**src/rtl/lsu_pkg.sv**
```systemverilog
// Shared types and constants for the load/store unit: FSM states, RISC-V
// funct3 width codes, fault codes and the request legality helpers.
package lsu_pkg;

  typedef enum logic [1:0] {
    IDLE   = 2'd0,
    ACCESS = 2'd1,
    RESP   = 2'd2
  } state_t;

  localparam logic [2:0] F3_B  = 3'b000;
  localparam logic [2:0] F3_H  = 3'b001;
  localparam logic [2:0] F3_W  = 3'b010;
  localparam logic [2:0] F3_BU = 3'b100;
  localparam logic [2:0] F3_HU = 3'b101;

  localparam logic [1:0] FLT_OK  = 2'b00;
  localparam logic [1:0] FLT_MIS = 2'b01;
  localparam logic [1:0] FLT_ILL = 2'b10;
  localparam logic [1:0] FLT_TO  = 2'b11;

  // Unsigned widths exist only for loads.
  function automatic logic f3_legal(input logic is_store, input logic [2:0] f3);
    logic ok;
    case (f3)
      F3_B, F3_H, F3_W: ok = 1'b1;
      F3_BU, F3_HU:     ok = !is_store;
      default:          ok = 1'b0;
    endcase
    return ok;
  endfunction

  function automatic logic f3_misaligned(input logic [2:0] f3, input logic [1:0] off);
    logic mis;
    case (f3)
      F3_H, F3_HU: mis = off[0];
      F3_W:        mis = (off != 2'b00);
      default:     mis = 1'b0;
    endcase
    return mis;
  endfunction

endpackage

```
**src/rtl/load_store_unit_if.sv**
```systemverilog
// Execute-stage request/response and data-memory req/ack bus of the load/store unit.
interface load_store_unit_if #(
  parameter int unsigned ADDR_W = 14
);
  logic              start;
  logic              is_store;
  logic [2:0]        funct3;
  logic [31:0]       addr;
  logic [31:0]       wdata;
  logic              busy;
  logic              done;
  logic [31:0]       rdata;
  logic [1:0]        fault;
  logic              mem_req;
  logic              mem_we;
  logic [ADDR_W-1:0] mem_addr;
  logic [3:0]        mem_be;
  logic [31:0]       mem_wdata;
  logic              mem_ack;
  logic [31:0]       mem_rdata;

  // The LSU itself.
  modport slave (
    input  start, is_store, funct3, addr, wdata, mem_ack, mem_rdata,
    output busy, done, rdata, fault, mem_req, mem_we, mem_addr, mem_be, mem_wdata
  );

  // Datapath plus memory side driving the LSU.
  modport master (
    output start, is_store, funct3, addr, wdata, mem_ack, mem_rdata,
    input  busy, done, rdata, fault, mem_req, mem_we, mem_addr, mem_be, mem_wdata
  );
endinterface

```
**src/rtl/lsu_lane_align.sv**
```systemverilog
// Combinational byte-lane logic: store byte enables and lane-replicated data,
// plus load lane extraction with sign/zero extension.
module lsu_lane_align
  import lsu_pkg::*;
(
  input  logic [2:0]  funct3,
  input  logic [1:0]  offset,
  input  logic [31:0] wdata,
  input  logic [31:0] mem_rdata,
  output logic [3:0]  be,
  output logic [31:0] wdata_rep,
  output logic [31:0] ld_data
);

  logic [7:0]  ld_byte;
  logic [15:0] ld_half;

  always_comb begin
    case (offset)
      2'd0:    ld_byte = mem_rdata[7:0];
      2'd1:    ld_byte = mem_rdata[15:8];
      2'd2:    ld_byte = mem_rdata[23:16];
      default: ld_byte = mem_rdata[31:24];
    endcase
    ld_half = offset[1] ? mem_rdata[31:16] : mem_rdata[15:0];
  end

  always_comb begin
    be        = 4'b1111;
    wdata_rep = wdata;
    ld_data   = mem_rdata;
    case (funct3)
      F3_B: begin
        be        = 4'b0001 << offset;
        wdata_rep = {4{wdata[7:0]}};
        ld_data   = {{24{ld_byte[7]}}, ld_byte};
      end
      F3_H: begin
        be        = offset[1] ? 4'b1100 : 4'b0011;
        wdata_rep = {2{wdata[15:0]}};
        ld_data   = {{16{ld_half[15]}}, ld_half};
      end
      F3_BU:   ld_data = {24'h0, ld_byte};
      F3_HU:   ld_data = {16'h0, ld_half};
      default: ;
    endcase
  end

endmodule

```
**src/rtl/load_store_unit.sv**
```systemverilog
// Multi-cycle load/store unit: validates the request, runs one req/ack memory
// transaction with a timeout, and returns a registered, extended load result.
module load_store_unit
  import lsu_pkg::*;
#(
  parameter int unsigned ADDR_W  = 14,
  parameter int unsigned TIMEOUT = 64
) (
  input  logic               clk,
  input  logic               rst,
  load_store_unit_if.slave   bus
);

  localparam logic [7:0] TO_LAST = 8'(TIMEOUT - 1);

  state_t            state;
  logic [7:0]        cnt;
  logic              is_store_q;
  logic [2:0]        f3_q;
  logic [1:0]        off_q;
  logic              busy_q;
  logic              done_q;
  logic [31:0]       rdata_q;
  logic [1:0]        fault_q;
  logic              mem_req_q;
  logic              mem_we_q;
  logic [ADDR_W-1:0] mem_addr_q;
  logic [3:0]        mem_be_q;
  logic [31:0]       mem_wdata_q;

  logic [2:0]  f3_sel;
  logic [1:0]  off_sel;
  logic [3:0]  be;
  logic [31:0] wdata_rep;
  logic [31:0] ld_data;

  // One lane aligner serves both phases: live request fields in IDLE for the
  // store formatting, latched fields afterwards for the load extraction.
  always_comb begin
    f3_sel  = (state == IDLE) ? bus.funct3    : f3_q;
    off_sel = (state == IDLE) ? bus.addr[1:0] : off_q;
  end

  lsu_lane_align u_align (
    .funct3    (f3_sel),
    .offset    (off_sel),
    .wdata     (bus.wdata),
    .mem_rdata (bus.mem_rdata),
    .be        (be),
    .wdata_rep (wdata_rep),
    .ld_data   (ld_data)
  );

  always_ff @(posedge clk or posedge rst) begin
    if (rst) begin
      state       <= IDLE;
      cnt         <= '0;
      is_store_q  <= 1'b0;
      f3_q        <= '0;
      off_q       <= '0;
      busy_q      <= 1'b0;
      done_q      <= 1'b0;
      rdata_q     <= '0;
      fault_q     <= FLT_OK;
      mem_req_q   <= 1'b0;
      mem_we_q    <= 1'b0;
      mem_addr_q  <= '0;
      mem_be_q    <= '0;
      mem_wdata_q <= '0;
    end else begin
      case (state)
        IDLE: begin
          if (bus.start) begin
            is_store_q <= bus.is_store;
            f3_q       <= bus.funct3;
            off_q      <= bus.addr[1:0];
            busy_q     <= 1'b1;
            rdata_q    <= '0;
            fault_q    <= FLT_OK;
            cnt        <= '0;
            if (!f3_legal(bus.is_store, bus.funct3)) begin
              state   <= RESP;
              done_q  <= 1'b1;
              fault_q <= FLT_ILL;
            end else if (f3_misaligned(bus.funct3, bus.addr[1:0])) begin
              state   <= RESP;
              done_q  <= 1'b1;
              fault_q <= FLT_MIS;
            end else begin
              state       <= ACCESS;
              mem_req_q   <= 1'b1;
              mem_we_q    <= bus.is_store;
              mem_addr_q  <= bus.addr[ADDR_W+1:2];
              mem_be_q    <= bus.is_store ? be : 4'b1111;
              mem_wdata_q <= bus.is_store ? wdata_rep : '0;
            end
          end
        end
        ACCESS: begin
          if (bus.mem_ack || cnt == TO_LAST) begin
            state       <= RESP;
            done_q      <= 1'b1;
            mem_req_q   <= 1'b0;
            mem_we_q    <= 1'b0;
            mem_addr_q  <= '0;
            mem_be_q    <= '0;
            mem_wdata_q <= '0;
            // An ack coinciding with the last allowed cycle still completes.
            if (bus.mem_ack) begin
              rdata_q <= is_store_q ? '0 : ld_data;
              fault_q <= FLT_OK;
            end else begin
              rdata_q <= '0;
              fault_q <= FLT_TO;
            end
          end else begin
            cnt <= cnt + 8'd1;
          end
        end
        RESP: begin
          state  <= IDLE;
          done_q <= 1'b0;
          busy_q <= 1'b0;
        end
        default: state <= IDLE;
      endcase
    end
  end

  assign bus.busy      = busy_q;
  assign bus.done      = done_q;
  assign bus.rdata     = rdata_q;
  assign bus.fault     = fault_q;
  assign bus.mem_req   = mem_req_q;
  assign bus.mem_we    = mem_we_q;
  assign bus.mem_addr  = mem_addr_q;
  assign bus.mem_be    = mem_be_q;
  assign bus.mem_wdata = mem_wdata_q;

endmodule
```
**src/flat_wrapper.sv**
```systemverilog
// flat-port wrapper written by rule: the top's interface ports become plain ports
module load_store_unit_flat import lsu_pkg::*;
#(
  parameter int unsigned ADDR_W  = 14,
  parameter int unsigned TIMEOUT = 64
)
  (clk, rst, bus_start, bus_is_store, bus_funct3, bus_addr, bus_wdata, bus_mem_ack, bus_mem_rdata, bus_busy, bus_done, bus_rdata, bus_fault, bus_mem_req, bus_mem_we, bus_mem_addr, bus_mem_be, bus_mem_wdata);
  load_store_unit_if #(.ADDR_W(ADDR_W)) bus_i ();
  input  logic clk;
  input  logic rst;
  input wire logic [$bits(bus_i.start)-1:0] bus_start;
  input wire logic [$bits(bus_i.is_store)-1:0] bus_is_store;
  input wire logic [$bits(bus_i.funct3)-1:0] bus_funct3;
  input wire logic [$bits(bus_i.addr)-1:0] bus_addr;
  input wire logic [$bits(bus_i.wdata)-1:0] bus_wdata;
  input wire logic [$bits(bus_i.mem_ack)-1:0] bus_mem_ack;
  input wire logic [$bits(bus_i.mem_rdata)-1:0] bus_mem_rdata;
  output wire logic [$bits(bus_i.busy)-1:0] bus_busy;
  output wire logic [$bits(bus_i.done)-1:0] bus_done;
  output wire logic [$bits(bus_i.rdata)-1:0] bus_rdata;
  output wire logic [$bits(bus_i.fault)-1:0] bus_fault;
  output wire logic [$bits(bus_i.mem_req)-1:0] bus_mem_req;
  output wire logic [$bits(bus_i.mem_we)-1:0] bus_mem_we;
  output wire logic [$bits(bus_i.mem_addr)-1:0] bus_mem_addr;
  output wire logic [$bits(bus_i.mem_be)-1:0] bus_mem_be;
  output wire logic [$bits(bus_i.mem_wdata)-1:0] bus_mem_wdata;
  assign bus_i.start = bus_start;
  assign bus_i.is_store = bus_is_store;
  assign bus_i.funct3 = bus_funct3;
  assign bus_i.addr = bus_addr;
  assign bus_i.wdata = bus_wdata;
  assign bus_i.mem_ack = bus_mem_ack;
  assign bus_i.mem_rdata = bus_mem_rdata;
  assign bus_busy = bus_i.busy;
  assign bus_done = bus_i.done;
  assign bus_rdata = bus_i.rdata;
  assign bus_fault = bus_i.fault;
  assign bus_mem_req = bus_i.mem_req;
  assign bus_mem_we = bus_i.mem_we;
  assign bus_mem_addr = bus_i.mem_addr;
  assign bus_mem_be = bus_i.mem_be;
  assign bus_mem_wdata = bus_i.mem_wdata;
  load_store_unit #(.ADDR_W(ADDR_W), .TIMEOUT(TIMEOUT)) u_core (.clk(clk), .rst(rst), .bus(bus_i));
endmodule
```
**config.mk**
```make
export PLATFORM = sky130hd
export DESIGN_NAME = load_store_unit_flat
export DESIGN_NICKNAME = d
export VERILOG_FILES = /design/src/rtl/lsu_pkg.sv /design/src/rtl/load_store_unit_if.sv /design/src/rtl/lsu_lane_align.sv /design/src/rtl/load_store_unit.sv /design/src/flat_wrapper.sv
export SDC_FILE = /design/constraint.sdc
export NUM_CORES = 1
export LEC_CHECK = 0
export ABC_AREA = 1
export CAP_MARGIN = 10
export CORE_MARGIN = 8
export CORE_UTILIZATION = 50
export DETAILED_ROUTE_END_ITERATION = 6
export MAX_ROUTING_LAYER = met4
export PLACE_DENSITY_LB_ADDON = 0.1
export SYNTH_ARGS = -nofsm -noshare
export SYNTH_HDL_FRONTEND = slang
export SYNTH_SLANG_ARGS = --single-unit
```
**constraint.sdc**
```tcl
create_clock -name clk -period 7.1 [get_ports clk]
set_clock_uncertainty 0.1 [all_clocks]
set_input_delay 1.775 -clock clk [delete_from_list [all_inputs] [get_ports clk]]
set_output_delay 1.775 -clock clk [all_outputs]
set_load 0.03 [all_outputs]
```
==> qor_table.md <==
| Result | Value |
|:---|:---|
| Post-route setup slack | 3.24 ns |
| Via count of the first global-routing pass | 5267 |
| Largest net degree at the start of global routing | 73 |
| Max-slew headroom | 0.386 |
| Number of antenna violations at the first check in global routing | 0 |
| Number of rows created at floorplan | 38 |
| Setup repair after global routing missed its margin | no |
| Part of the Yosys area used for sequential elements | 0.463 |
| Final hold violation count | 0 |
| Crit Path Category | in -> reg |
| Clock root buffer master | clkbuf_8 |
| H-tree lvl count | 3 |
| Final number of setup-violating endpoints | 0 |
| Detailed-route wire length | 16.4 mm |
| Vias | 5348 |
| Die Ht | 122 um |
| Number of diodes | 0 |
| Fin. max-slew vios | 0 |
| Max-cap violations | 0 |
| Count of unique library cells instantiated by Yosys | 38 |
| Adder-cell area share of the yosys netlist | 0.00890 |
| Synthesized cell area | 0.00562 sq mm |
| Mux cell area share after synthesis | 0 |
| Final ANT Viol Nets | 0 |
| Area Growth Syn to Fin | 34.1% |
| Final-layout worst hold slack | 0.379 ns |
| Most frequent cell after synthesis | nand2_1 |
| Count of flip-flops with a built-in enable after synthesis | 0 |
| Clock tree from TritonCTS | yes |
| Compound-gate portion of the synthesized area | 0.0647 |
| Post-layout nets | 1011 |
| Gpl congestion | 0.861 |
| GR Layer Usage met1 | 0.294 |
| Most frequent cells after synthesis | nand2_1, dfrtp_1, nor2_1, nand3_1, inv_1 |
| Wire length of the first global-routing pass | 26.6 mm |
| Dominant combinational cell family by area after synthesis | simple AND/OR/NAND/NOR gates |
| Clock latency on the worst-skew pair | 0.36 ns |
| Leading area contributor after synthesis | dfrtp_1 |
| Max VDD drop | 0.000268 V |
| Average via count per standard cell | 5.10 |
| Syn Nets | 851 |
| Routed wire per std cell | 15.7 um |
| Area fraction of the dominant cell type after synthesis | 0.463 |
| Number of synthesized register bits | 104 |
| Post-CTS clock slew at the launch and capture registers of the worst setup and hold paths | 0.10 ns |
| Instance count of the mapped netlist | 743 |
| Top-level I/O count | 192 |
| Met3 Use GR | 0.0458 |
| Critical Path End Type | flop |
| GRT Util Overall | 0.227 |
| Main area contributors after synthesis | dfrtp_1, nand2_1, nand3_1, nor2_1, inv_1 |
| Sink count of the clock tree | 104 |
| CTS Hold Buffers Added | 0 |
| Total congestion overflow after global routing | 0 |
| Number of buffers on the longest clock path | 2 |
| Yosys warns | 0 |
| Die W | 122 um |
| Post-route DRC violation count | 0 |
| Core region area | 0.0109 sq mm |
| Element type at the critical path start | input port |
| Number of optimization iterations in the first detailed-route pass | 5 |
| Path class of the lowest-slack min-delay path | reg -> reg |
| Gates resized, CTS repair | 0 |
| Number of cells after detailed placement | 1032 |
| Number of buffers added by the clock tree synthesis step | 9 |
| Global-route track usage on met2 | 0.349 |
| Slew at the pin closest to its max-slew limit | 0.920 ns |
| Flip-flop cell with the highest count after synthesis | dfrtp_1 |
| Simple-gate area share of the yosys netlist | 0.380 |
| Maximum net fanout on the critical path | 38 |
| LEAKAGE | 3.82 nW |
| Xor/xnor share of the synthesized area | 0.00779 |
| Post-synth ARST share | 1.00 |
| Data arrival time of the critical path | 4.07 ns |
| Starting density of the core | 0.517 |
| Setup fix buffers added after clock tree synthesis | 0 |
| Ratio of final minimum period to clock period | 0.543 |
| Pwr dens | 399 mW/mm^2 |
| Layout cells sized above 1 | 0.0848 |
| Total Neg Setup Slack | 0 ns |
| Port bufs | 175 |
| Post-detail-place hpwl | 12.3 mm |
| Endpoint required time on the critical path | 7.31 ns |
| Minimum period implied by the final worst setup slack | 3.86 ns |
| Peak-usage layer in the global routing report | met2 |
| Number of DRC violations after detailed-routing iteration 0 | 483 |
| Pre-CTS WS | 2.87 ns |
| Maximum clock frequency | 259 MHz |
| Syn Area/Cell | 7.57 sq um |
| Post-layout instance count excluding filler cells | 1048 |
| Result of the run | complete, no violations |
| Full die area | 0.0149 sq mm |
[where the power goes]
| part | internal [mW] | switching [mW] | total (mW) |
|---|---|---|---|
| Sequential | 0.756 | 0.0932 | 0.849 |
| Combinational | 0.584 | 1.21 | 1.79 |
| Clock | 0.163 | 0.203 | 0.366 |
[through the flow]
stage | power (mW) | cell area (sq um) | util
detailed placement | 2.65 | 7350 | 0.675
CTS | 3.02 | 7540 | 0.693
global placement | 2.61 | 7350 | 0.675
floorplan | 2.17 | 5620 | -
global route | 3.24 | 7540 | 0.693
finish | 3.01 | 7540 | 0.693
[cell usage in the layout, fill, tap and decap left out, drive strengths merged, types with 4 or more instances in the layout]
cell             n
clkinv           5
ha               4
nand2          339
dfrtp          104
or2             13
clkbuf          10
o21ai           49
nor2            57
clkdlybuf4s50  175
inv             58
nand3           61
xor2             5
a21oi           15
[cell families (layout without fill, tap and decap cells)]
family | after synthesis | count (layout)
AND/OR/NAND/NOR | 476 | 476
flip-flops | 104 | 104
buffers and inverters | 85 | 250
AO/OA/AOI/OAI | 69 | 69
XOR/XNOR | 5 | 5
adder cells (fa/ha/maj) | 4 | 4
[flip-flops by register name, summed over array words and instances, names as in the netlist, 3 cells and up]
register,flops
u_core.bus.mem_addr,14
u_core.bus.mem_be,4
u_core.bus.mem_wdata,32
u_core.bus.rdata,32
u_core.cnt,8
u_core.f3_q,3
[critical path, stage by stage]
cell,delay [ns]
clkdlybuf4s50_1,0.44
inv_1,0.09
nand2_1,0.06
nand2_2,0.57
nand2_4,0.26
nor2_8,0.21
nand3_4,0.17
nand2_4,0.24
nand3_1,0.13
nand2_1,0.09
[path summary, 6_finish.rpt]
path,slack (ns),start,endpoint,cells after the start
worst min-delay path,0.38,u_core.bus.mem_addr[7],u_core.bus.mem_addr[7],2
max in group asynchronous,4.00,rst,u_core.bus.mem_wdata[30],3
worst max-delay path,3.24,bus_funct3[1],u_core.bus.rdata[20],10
min in group asynchronous,1.65,rst,u_core.bus.mem_addr[5],2
worst min register to register,0.38,u_core.bus.mem_addr[7],u_core.bus.mem_addr[7],2
worst max register to register,4.05,u_core.state[0],u_core.bus.rdata[20],10
[final cells by class]
class / instances / area [sq um]
Clock buffer: 10 / 128
Clock inverter: 6 / 58.8
Tap cell: 140 / 175
Fill cell: 920 / 3350
Inverter: 58 / 223
Sequential cell: 104 / 2600
Multi-Input combinational cell: 554 / 2590
Timing Repair Buffer: 176 / 1760
[metal layers]
metal | up-vias | wire [um]
li1 | 2633 | -
met1 | 2502 | 7620
met2 | 187 | 7400
met3 | 26 | 1070
met4 | 0 | 361
met5 | - | 0
No activity file was read; power rests on OpenSTA's default activity.
